`config.mk`:
```
export PLATFORM = sky130hd
export DESIGN_NAME = sdram_slot_arbiter
export DESIGN_NICKNAME = d
export VERILOG_FILES = /design/src/rtl/sdram_arb_pkg.sv /design/src/rtl/sdram_refresh_timer.sv /design/src/rtl/sdram_slot_arbiter.sv
export SDC_FILE = /design/constraint.sdc
export NUM_CORES = 1
export LEC_CHECK = 0
export CAP_MARGIN = 30
export CORE_UTILIZATION = 42
export DETAILED_ROUTE_END_ITERATION = 8
export HOLD_SLACK_MARGIN = 0.02
export SLEW_MARGIN = 30
export SYNTH_ARGS = -nofsm -noshare
export SYNTH_HDL_FRONTEND = slang
export SYNTH_HIERARCHICAL = 1
export SYNTH_SLANG_ARGS = --single-unit
```
`constraint.sdc`:
```
create_clock -name sysclk -period 4.5 [get_ports sysclk]
set_input_delay 1.35 -clock sysclk [delete_from_list [all_inputs] [get_ports sysclk]]
set_output_delay 1.35 -clock sysclk [all_outputs]
set_load 0.05 [all_outputs]
```
`src/rtl/sdram_arb_pkg.sv`:
```
// Shared constants and types for the SDRAM slot arbiter and its refresh timer.
// Latency: n/a (definitions only).
// Backpressure: n/a.
package sdram_arb_pkg;

    // Requester bit positions in req/grant/ack
    localparam int REQ_CPU  = 0;
    localparam int REQ_HOST = 1;
    localparam int REQ_RTG  = 2;
    localparam int REQ_AUD  = 3;
    localparam int NUM_REQ  = 4;
    localparam int NUM_RR   = 3;   // cpu, host, rtg share slots round-robin

    // Default timing/priority knobs
    localparam int DEF_REFRESH_INTERVAL = 890;  // 7.8 us at 114 MHz
    localparam int DEF_REFRESH_URGENT   = 4;
    localparam int DEF_STARVE_LIMIT     = 6;

    typedef enum logic [1:0] {
        ST_IDLE    = 2'd0,
        ST_GRANT   = 2'd1,
        ST_REFRESH = 2'd2
    } arb_state_e;

    // Round-robin index: (ptr + k) mod 3, for ptr in 0..2 and k in 0..2
    function automatic logic [1:0] rr_idx(input logic [1:0] ptr, input int k);
        int s;
        s = int'(ptr) + k;
        if (s >= NUM_RR) s = s - NUM_RR;
        return 2'(s);
    endfunction

endpackage

```
`src/rtl/sdram_refresh_timer.sv`:
```
// Refresh interval down-counter plus saturating count of refreshes still owed.
// Latency: refresh_pending updates one cycle after a tick or consume.
// Backpressure: none; a consume in the same cycle as a tick leaves the count unchanged.
module sdram_refresh_timer
    import sdram_arb_pkg::*;
#(
    parameter int REFRESH_INTERVAL = DEF_REFRESH_INTERVAL,
    parameter int CNT_W            = 3
) (
    input  logic             sysclk,
    input  logic             reset_n,
    input  logic             consume,
    output logic [CNT_W-1:0] refresh_pending
);

    localparam int                TMR_W    = $clog2(REFRESH_INTERVAL);
    localparam logic [TMR_W-1:0]  RELOAD   = TMR_W'(REFRESH_INTERVAL - 1);
    localparam logic [TMR_W-1:0]  TMR_ONE  = TMR_W'(1);
    localparam logic [CNT_W-1:0]  PEND_ONE = CNT_W'(1);
    localparam logic [CNT_W-1:0]  PEND_MAX = '1;

    logic [TMR_W-1:0] tmr_q, tmr_d;
    logic [CNT_W-1:0] pend_q, pend_d;
    logic             tick;

    // Next timer value and pending count; tick fires while the timer sits at zero
    always_comb begin
        tick   = (tmr_q == '0);
        tmr_d  = tick ? RELOAD : (tmr_q - TMR_ONE);
        pend_d = pend_q;
        if (tick && !consume) begin
            if (pend_q != PEND_MAX) pend_d = pend_q + PEND_ONE;
        end else if (consume && !tick) begin
            if (pend_q != '0) pend_d = pend_q - PEND_ONE;
        end
    end

    // Timer and pending-count registers
    always_ff @(posedge sysclk or negedge reset_n) begin
        if (!reset_n) begin
            tmr_q  <= RELOAD;
            pend_q <= '0;
        end else begin
            tmr_q  <= tmr_d;
            pend_q <= pend_d;
        end
    end

    assign refresh_pending = pend_q;

endmodule

```
`src/rtl/sdram_slot_arbiter.sv`:
```
// Picks the next SDRAM slot owner (refresh, audio, or round-robin cpu/host/rtg with starvation promotion).
// Latency: grant/grant_refresh/busy valid the cycle after slot_start; ack one cycle after slot_done.
// Backpressure: decisions only on slot_start in IDLE; grant held until slot_done regardless of req.
module sdram_slot_arbiter
    import sdram_arb_pkg::*;
#(
    parameter int REFRESH_INTERVAL = DEF_REFRESH_INTERVAL,
    parameter int REFRESH_URGENT   = DEF_REFRESH_URGENT,
    parameter int STARVE_LIMIT     = DEF_STARVE_LIMIT,
    parameter int CNT_W            = 3
) (
    input  logic               sysclk,
    input  logic               reset_n,
    input  logic               slot_start,
    input  logic               slot_done,
    input  logic [NUM_REQ-1:0] req,
    output logic [NUM_REQ-1:0] grant,
    output logic               grant_refresh,
    output logic [NUM_REQ-1:0] ack,
    output logic               busy,
    output logic [CNT_W-1:0]   refresh_pending,
    output logic               starve_hit
);

    localparam logic [CNT_W-1:0] URG_CNT = CNT_W'(REFRESH_URGENT);
    localparam logic [CNT_W-1:0] LIM_CNT = CNT_W'(STARVE_LIMIT);
    localparam logic [CNT_W-1:0] CNT_ONE = CNT_W'(1);
    localparam logic [CNT_W-1:0] CNT_MAX = '1;

    arb_state_e         state_q, state_d;
    logic [NUM_REQ-1:0] grant_q, grant_d;
    logic [NUM_REQ-1:0] ack_q, ack_d;
    logic               hit_q, hit_d;
    logic [1:0]         ptr_q, ptr_d;
    logic [CNT_W-1:0]   starve_q [NUM_RR];
    logic [CNT_W-1:0]   starve_d [NUM_RR];

    logic               consume;
    logic               win_vld;
    logic [1:0]         win_idx;
    logic [1:0]         scan_idx;

    sdram_refresh_timer #(
        .REFRESH_INTERVAL (REFRESH_INTERVAL),
        .CNT_W            (CNT_W)
    ) u_refresh_timer (
        .sysclk          (sysclk),
        .reset_n         (reset_n),
        .consume         (consume),
        .refresh_pending (refresh_pending)
    );

    // Slot decision, slot completion and starvation bookkeeping
    always_comb begin
        state_d  = state_q;
        grant_d  = grant_q;
        ack_d    = '0;
        hit_d    = 1'b0;
        ptr_d    = ptr_q;
        starve_d = starve_q;
        consume  = 1'b0;
        win_vld  = 1'b0;
        win_idx  = 2'd0;
        scan_idx = 2'd0;

        case (state_q)
            ST_IDLE: begin
                if (slot_start) begin
                    if (refresh_pending >= URG_CNT) begin
                        state_d = ST_REFRESH;
                        consume = 1'b1;
                    end else begin
                        // Starved round-robin requesters outrank audio; ties go in pointer order
                        for (int k = 0; k < NUM_RR; k++) begin
                            scan_idx = rr_idx(ptr_q, k);
                            if (!win_vld && req[scan_idx] && (starve_q[scan_idx] >= LIM_CNT)) begin
                                win_vld = 1'b1;
                                win_idx = scan_idx;
                            end
                        end
                        if (win_vld) begin
                            hit_d = 1'b1;
                        end else if (req[REQ_AUD]) begin
                            win_vld = 1'b1;
                            win_idx = 2'(REQ_AUD);
                        end else begin
                            for (int k = 0; k < NUM_RR; k++) begin
                                scan_idx = rr_idx(ptr_q, k);
                                if (!win_vld && req[scan_idx]) begin
                                    win_vld = 1'b1;
                                    win_idx = scan_idx;
                                end
                            end
                            if (win_vld) ptr_d = rr_idx(win_idx, 1);
                        end

                        if (win_vld) begin
                            state_d = ST_GRANT;
                            grant_d = 4'b0001 << win_idx;
                        end else if (refresh_pending != '0) begin
                            state_d = ST_REFRESH;
                            consume = 1'b1;
                        end
                    end

                    // Every decision ages the requesters that lost and resets the rest
                    for (int i = 0; i < NUM_RR; i++) begin
                        if (!req[i] || (win_vld && (win_idx == 2'(i)))) begin
                            starve_d[i] = '0;
                        end else if (starve_q[i] != CNT_MAX) begin
                            starve_d[i] = starve_q[i] + CNT_ONE;
                        end
                    end
                end
            end
            ST_GRANT: begin
                if (slot_done) begin
                    state_d = ST_IDLE;
                    ack_d   = grant_q;
                    grant_d = '0;
                end
            end
            ST_REFRESH: begin
                if (slot_done) state_d = ST_IDLE;
            end
            default: begin
                state_d = ST_IDLE;
                grant_d = '0;
            end
        endcase
    end

    // Arbiter state registers
    always_ff @(posedge sysclk or negedge reset_n) begin
        if (!reset_n) begin
            state_q  <= ST_IDLE;
            grant_q  <= '0;
            ack_q    <= '0;
            hit_q    <= 1'b0;
            ptr_q    <= 2'(REQ_CPU);
            starve_q <= '{default: '0};
        end else begin
            state_q  <= state_d;
            grant_q  <= grant_d;
            ack_q    <= ack_d;
            hit_q    <= hit_d;
            ptr_q    <= ptr_d;
            starve_q <= starve_d;
        end
    end

    assign grant         = grant_q;
    assign grant_refresh = (state_q == ST_REFRESH);
    assign busy          = (state_q != ST_IDLE);
    assign ack           = ack_q;
    assign starve_hit    = hit_q;

endmodule

```
* After elaboration in Yosys (flattened, before gate mapping)
Cells that the tools add are included.
** Word-level totals
- Register bits after elaboration :: 35
- Output and inout bits :: 14
** Cells by class
- Bitwise operators :: 7
- $lt $le $gt $ge :: 17
- Muxes and demuxes :: 139
- Reduce and logical (&&, ||, !) cells :: 44
- Shift-type cells :: 1
- Add/subtract/negate cells :: 13
- Equality and inequality tests :: 15
** Operators with widths (number)
- $mux 2 :: 52
- $mux 1 :: 53
- $mux 3 :: 16
- $mux 4 :: 6
- $ge 3x3->1 const B :: 7
- $bmux 3 s2 :: 3
- $lt 2x3->1 const B :: 6
- $reduce_and 3->1 :: 5
- $logic_and 1x1->1 :: 13
- $add 3x1->3 const B :: 4
- $bmux 1 s2 :: 6
- $ne 3x3->1 const B :: 4
- $pmux 4 s3 :: 1
- $reduce_bool 2->1 :: 6
- $logic_not 1->1 :: 10
- $logic_not 10->1 :: 1
- $mux 10 :: 1
- $sub 10x1->10 const B :: 1
- $ge 3x2->1 const B :: 3
- $not 2->3 :: 3
- $ne 2x2->1 const B :: 4
- $sub 2x2->2 const B :: 4
- $add 2x1->3 const B :: 2
- $reduce_and 6->1 :: 1
- other kinds (15) :: 24

* Longest topological paths before layout
- Depth after elaboration :: 71
- Gate-level depth with buffers :: 15

* By module
Netlist, hierarchy kept.
** Modules (own cells, without submodules)
- sdram_slot_arbiter :: area an instance 1845.5 um^2, times used 1, cells each 204
- sdram_refresh_timer :: area an instance 789.5 um^2, times used 1, cells each 80

* Worst setup path after synthesis
OpenSTA, ideal clock, no wires.
- Path type :: in2reg
- From :: input req[0]
- To :: register u_refresh_timer.pend_q[1], in the netlist u_refresh_timer/refresh_pending[1]
- Path slack :: 0.546 ns
- Setup time :: 0.129 ns
- Data required time :: 4.371 ns
- Stages on the path :: 13
- Buffers on the path :: 1
- Arrival time :: 3.825 ns
- Cells stage by stage :: clkbuf_2 mux4_2 or2_1 nor3_1 o21ai_0 a21oi_1 inv_1 ha_1 inv_1 fa_1 nor2b_1 o21ai_0 nand3_1
** Between the ends
- Elaborated cells on any way between the ends :: 72
- Classes of those cells :: 1 x eq/ne; 52 x mux; 19 x reduce/logical
** RTL lines
- from (decl) :: line sdram_slot_arbiter.sv:16 : input logic [NUM_REQ-1:0] req,
- $bmux 1 s2 :: line sdram_slot_arbiter.sv:76 : if (!win_vld && req[scan_idx] && (starve_q[scan_idx] >= LIM_CNT)) begin
- $mux 1 (not written as such) :: line sdram_slot_arbiter.sv:76
- $logic_and 1x1->1 :: line sdram_slot_arbiter.sv:76
- $mux 1 :: line sdram_slot_arbiter.sv:76
- $mux 1 :: line sdram_slot_arbiter.sv:69 : if (refresh_pending >= URG_CNT) begin
- $mux 1 :: line sdram_slot_arbiter.sv:68 : if (slot_start) begin
- $mux 1 :: line sdram_slot_arbiter.sv:66 : case (state_q)
- $logic_not 1->1 :: line sdram_slot_arbiter.sv:76
- [... 43 more ...]
- $mux 1 (*) :: line sdram_slot_arbiter.sv:69
- $mux 1 (*) :: line sdram_slot_arbiter.sv:68
- $mux 1 (*) :: line sdram_slot_arbiter.sv:66
- named net consume :: line sdram_slot_arbiter.sv:38 : logic consume;
- $logic_not 1->1 (*) :: line sdram_refresh_timer.sv:31 : if (tick && !consume) begin
- $logic_and 1x1->1 (*) :: line sdram_refresh_timer.sv:31
- $mux 3 (*) :: line sdram_refresh_timer.sv:31
- named net u_refresh_timer.pend_d[1] :: line sdram_refresh_timer.sv:23 : logic [CNT_W-1:0] pend_q, pend_d;
- to (signal assigned) :: line sdram_refresh_timer.sv:45 : pend_q <= pend_d;
- to (decl) :: line sdram_refresh_timer.sv:23
The timed path passes the listed nets; every way through them passes the cells marked *. The select of a mux whose other input is x is not followed.
A chain may end at the register's enable or synchronous reset.

* Final worst setup path
Same ends and word-level chain as after synthesis.

==> flow_summary_export.csv <==
group,metric,value,unit
status,status,"finished clean",
sta,finalSetupViolCount,0,
cells_and_area,drive_above_1_share,11.9,%
critical_path,r2r-start,"ptr_q[0]",
critical_path,arrival,4400,ps
cells_and_area,layout_commonest_cell,"dfrtp_1",
min_path,holdPathStages,1,
critical_path,critPathCaptureType,"register",
cts,h-tree-depth,2,
placement,portBuffers,21,
die,dieArea,6590,um2
job,maxCapViolations,0,
yosys,avgSynthCellArea,9.28,um2
sta,tightestPinTransition,784,ps
die,dieHeight,81.2,um
route,viasPerCell,6.00,
yosys,ys_ff_latch,35,
min_path,min_to,"u_refresh_timer/tmr_q[0]",
route,drt-initial-drc-count,191,
pwr,leakagePower,1.35,nW
yosys,mappedNetlistNets,309,
critical_path,crit_chain,"clkdlybuf4s50_1 > mux4_2 > or2_1 > nor3_1 > o21ai_0 > a21oi_1 > inv_1 > ha_1 > inv_1 > fa_1 > nor2b_1 > o21ai_0 > nand3_1",
pwr,clkPwrFrac,13.1,%
yosys,synth_fa_ha_area_share,8.36,%
cells_and_area,diodes,0,
global_route,overflow,0,
critical_path,regToRegSetupSlack,830,ps
critical_path,worstSetupStartpointType,"input port",
critical_path,r2r_end,"u_refresh_timer/refresh_pending[1]",
critical_path,critical_path.top_delay_family,"simple AND/OR/NAND/NOR gates",
yosys,synth_ff_type,"dfrtp_1",
route,routedWlPerCell,15.9,um
cts,clockRootBuffer,"clkbuf_8",
global_route,antenna_found_initial,0,
route,drc,0,
critical_path,max_stage_delay,500,ps
cts,numCtsBuffers,5,
placement,gp_congestion,0.917,
global_route,grt_first_pass_wirelength,10.3,mm
sta,slew_violations,0,
yosys,synth_area_leaders,"dfrtp_1 (27%), ha_1 (7.6%), dfstp_2 (7.0%), nor2_1 (3.0%), and3_1 (2.8%)",
yosys,yosys.area.top_type,"dfrtp_1",
critical_path,path_buf_inv,3,
cts,cts_tree,"yes",
yosys,synth_compound_area_share,19.5,%
yosys,synth.top_cell.area_share,26.6,%
global_route,grt.total_usage,20.1,%
sta,maxSlewHeadroom,47.8,%
sta,hold_violations,0,
critical_path,crit_start,"req[0]",
cells_and_area,n_fill_cell,576,
cells_and_area,final_util,50.5,%
sta,setup_tns,0,ps
pwr,powerDensity,555,nW/um2
route,vias,2316,
critical_path,r2r_cells,14,
route,wl,6.12,mm
cts,path_clk_slew,80,ps
yosys,synth_top_family_by_area,"simple AND/OR/NAND/NOR gates",
cts,holdBufCountCts,0,
pwr,pwr-share-comb,58.9,%
die,pin_count,22,
yosys,seq_area_frac_synth,33.6,%
cts,clock_path_buffers,2,
die,die_w,81.2,um
critical_path,critPathKind,"input port to register",
cells_and_area,syn_to_final_growth,14.8,%
route,ant_nets,0,
min_path,hp-start,"u_refresh_timer/tmr_q[0]",
cells_and_area,final_cell_mix,"dfrtp_1 (28), nor2_1 (21), clkdlybuf4s50_1 (20)",
critical_path,cp_max_fo,6,
yosys,async_flop_share,100,%
die,initial_core_util,44.0,%
cells_and_area,nNetsFinal,335,
die,coreArea,5990,um2
pwr,p_sw,0.773,mW
die,rows,28,
yosys,syn_area,2640,um2
global_route,grt_max_degree,36,
pwr,peakVddDrop,0.324,mV
global_route,grt_pass1_vias,2157,
cts,clk_latency,290,ps
yosys,ys_warn_count,6,
critical_path,required,4670,ps
yosys,synth-simple-area-share,27.1,%
min_path,hold_path_class,"register to register",
yosys,synth_edf_count,0,
sta,final.setup_skew,9.85,ps
sta,timing.fmax,236,MHz
route,dr.pass1.iters,4,
yosys,synth.distinct_cells,62,
cts,cts_resized,0,
cts,clock_sinks,35,
yosys,synth-xor-area-share,0.665,%
yosys,synthCells,284,
pwr,seq_power_share,28.0,%
critical_path,critPathSlowestCell,"clkdlybuf4s50_1",
pwr,swShare,46.0,%
sta,rsz0062_at_grt,"false",
sta,period_needed,4230,ps
pwr,intPower,0.905,mW
placement,dp_hpwl,4.42,mm
yosys,synthMuxAreaShare,5.79,%
cts,cts_setup_buffers,0,
sta,period_share,94.1,%
## Yosys cell counts, types with 3 or more instances
cell	n
nor2_1	21
dfrtp_1	28
o31ai_1	7
nand4b_1	3
clkbuf_1	5
nor4bb_1	4
dfstp_2	7
o22ai_1	3
mux2i_1	4
ha_1	16
a31oi_1	4
a32oi_1	3
o211ai_1	5
o21ai_0	12
inv_1	18
o311ai_1	3
and3_1	12
nor4b_1	3
and4b_1	7
nand3_1	9
nor2b_1	4
mux4_2	3
nand2_1	17
o31a_1	4
a21oi_1	5
nor3_1	9
nor3b_1	3
nand2b_1	6
o21ai_1	10
## per-stage QoR
stage	power (mW)	instance area, um2	setup slack, ps	hold WS (ps)	instances
global placement	1.45	2940	82.8	450	378
CTS	1.68	3030	298	468	386
finish	1.68	3030	265	462	386
detailed placement	1.45	2940	11.0	452	378
global route	1.80	3030	72.3	498	386
floorplan	1.18	2640	546	435	284
## per-layer routing
layer	vias up	share of wire (%)	global-route usage (%)
met5	-	0	0
met3	8	3.4	3.60
met2	50	46	29.4
met4	0	1.2	6.79
met1	1122	50	29.5
li1	1136	-	-
## state kept, by name, indices dropped and copies added (netlist names)
| register | count |
|---|---|
| ack | 4 |
| grant | 4 |
| ptr_q | 2 |
| starve_hit | 1 |
| starve_q | 9 |
| state_q | 2 |
| u_refresh_timer/refresh_pending | 3 |
| u_refresh_timer/tmr_q | 10 |
## power by group through the flow
stage | Sequential (mW) | Clock (mW) | Combinational (mW)
final | 0.470 | 0.220 | 0.988
after global routing | 0.485 | 0.237 | 1.08
after CTS | 0.471 | 0.227 | 0.983
after detailed placement | 0.475 | 0 | 0.978
after global placement | 0.475 | 0 | 0.971
after floorplan | 0.534 | 0 | 0.649
## cell families (layout without fill, tap and decap cells)
kind of cell,after synthesis,after routing
DFF,35,35
AOI/OAI and AO/OA,73,73
xor gates and xnor gates,2,2
adders and majority gates,17,17
muxes,11,11
buffers and inverters,30,57
and+or+nand+nor,116,116
## worst max path at each step
stage,to,slack [ps],cells after the start
finish,u_refresh_timer/refresh_pending[1],270,13
global placement,u_refresh_timer/refresh_pending[1],80,13
floorplan,u_refresh_timer/refresh_pending[1],550,13
CTS,u_refresh_timer/refresh_pending[1],300,13
global route,u_refresh_timer/refresh_pending[1],70,13
detailed placement,u_refresh_timer/refresh_pending[1],10,13
## cell type report
| cell class | instances | area [um2] | area share [%] |
|---|---|---|---|
| sequential | 35 | 885 | 29.2 |
| clock inverter | 1 | 5.00 | 0.165 |
| inverter | 18 | 67.6 | 2.23 |
| tap | 75 | 93.8 | 3.10 |
| timing repair buffer | 31 | 280 | 9.26 |
| multi-input combinational | 219 | 1620 | 53.5 |
| clock buffer | 7 | 76.3 | 2.52 |
Note: power is estimated with default switching activity, not from simulation.
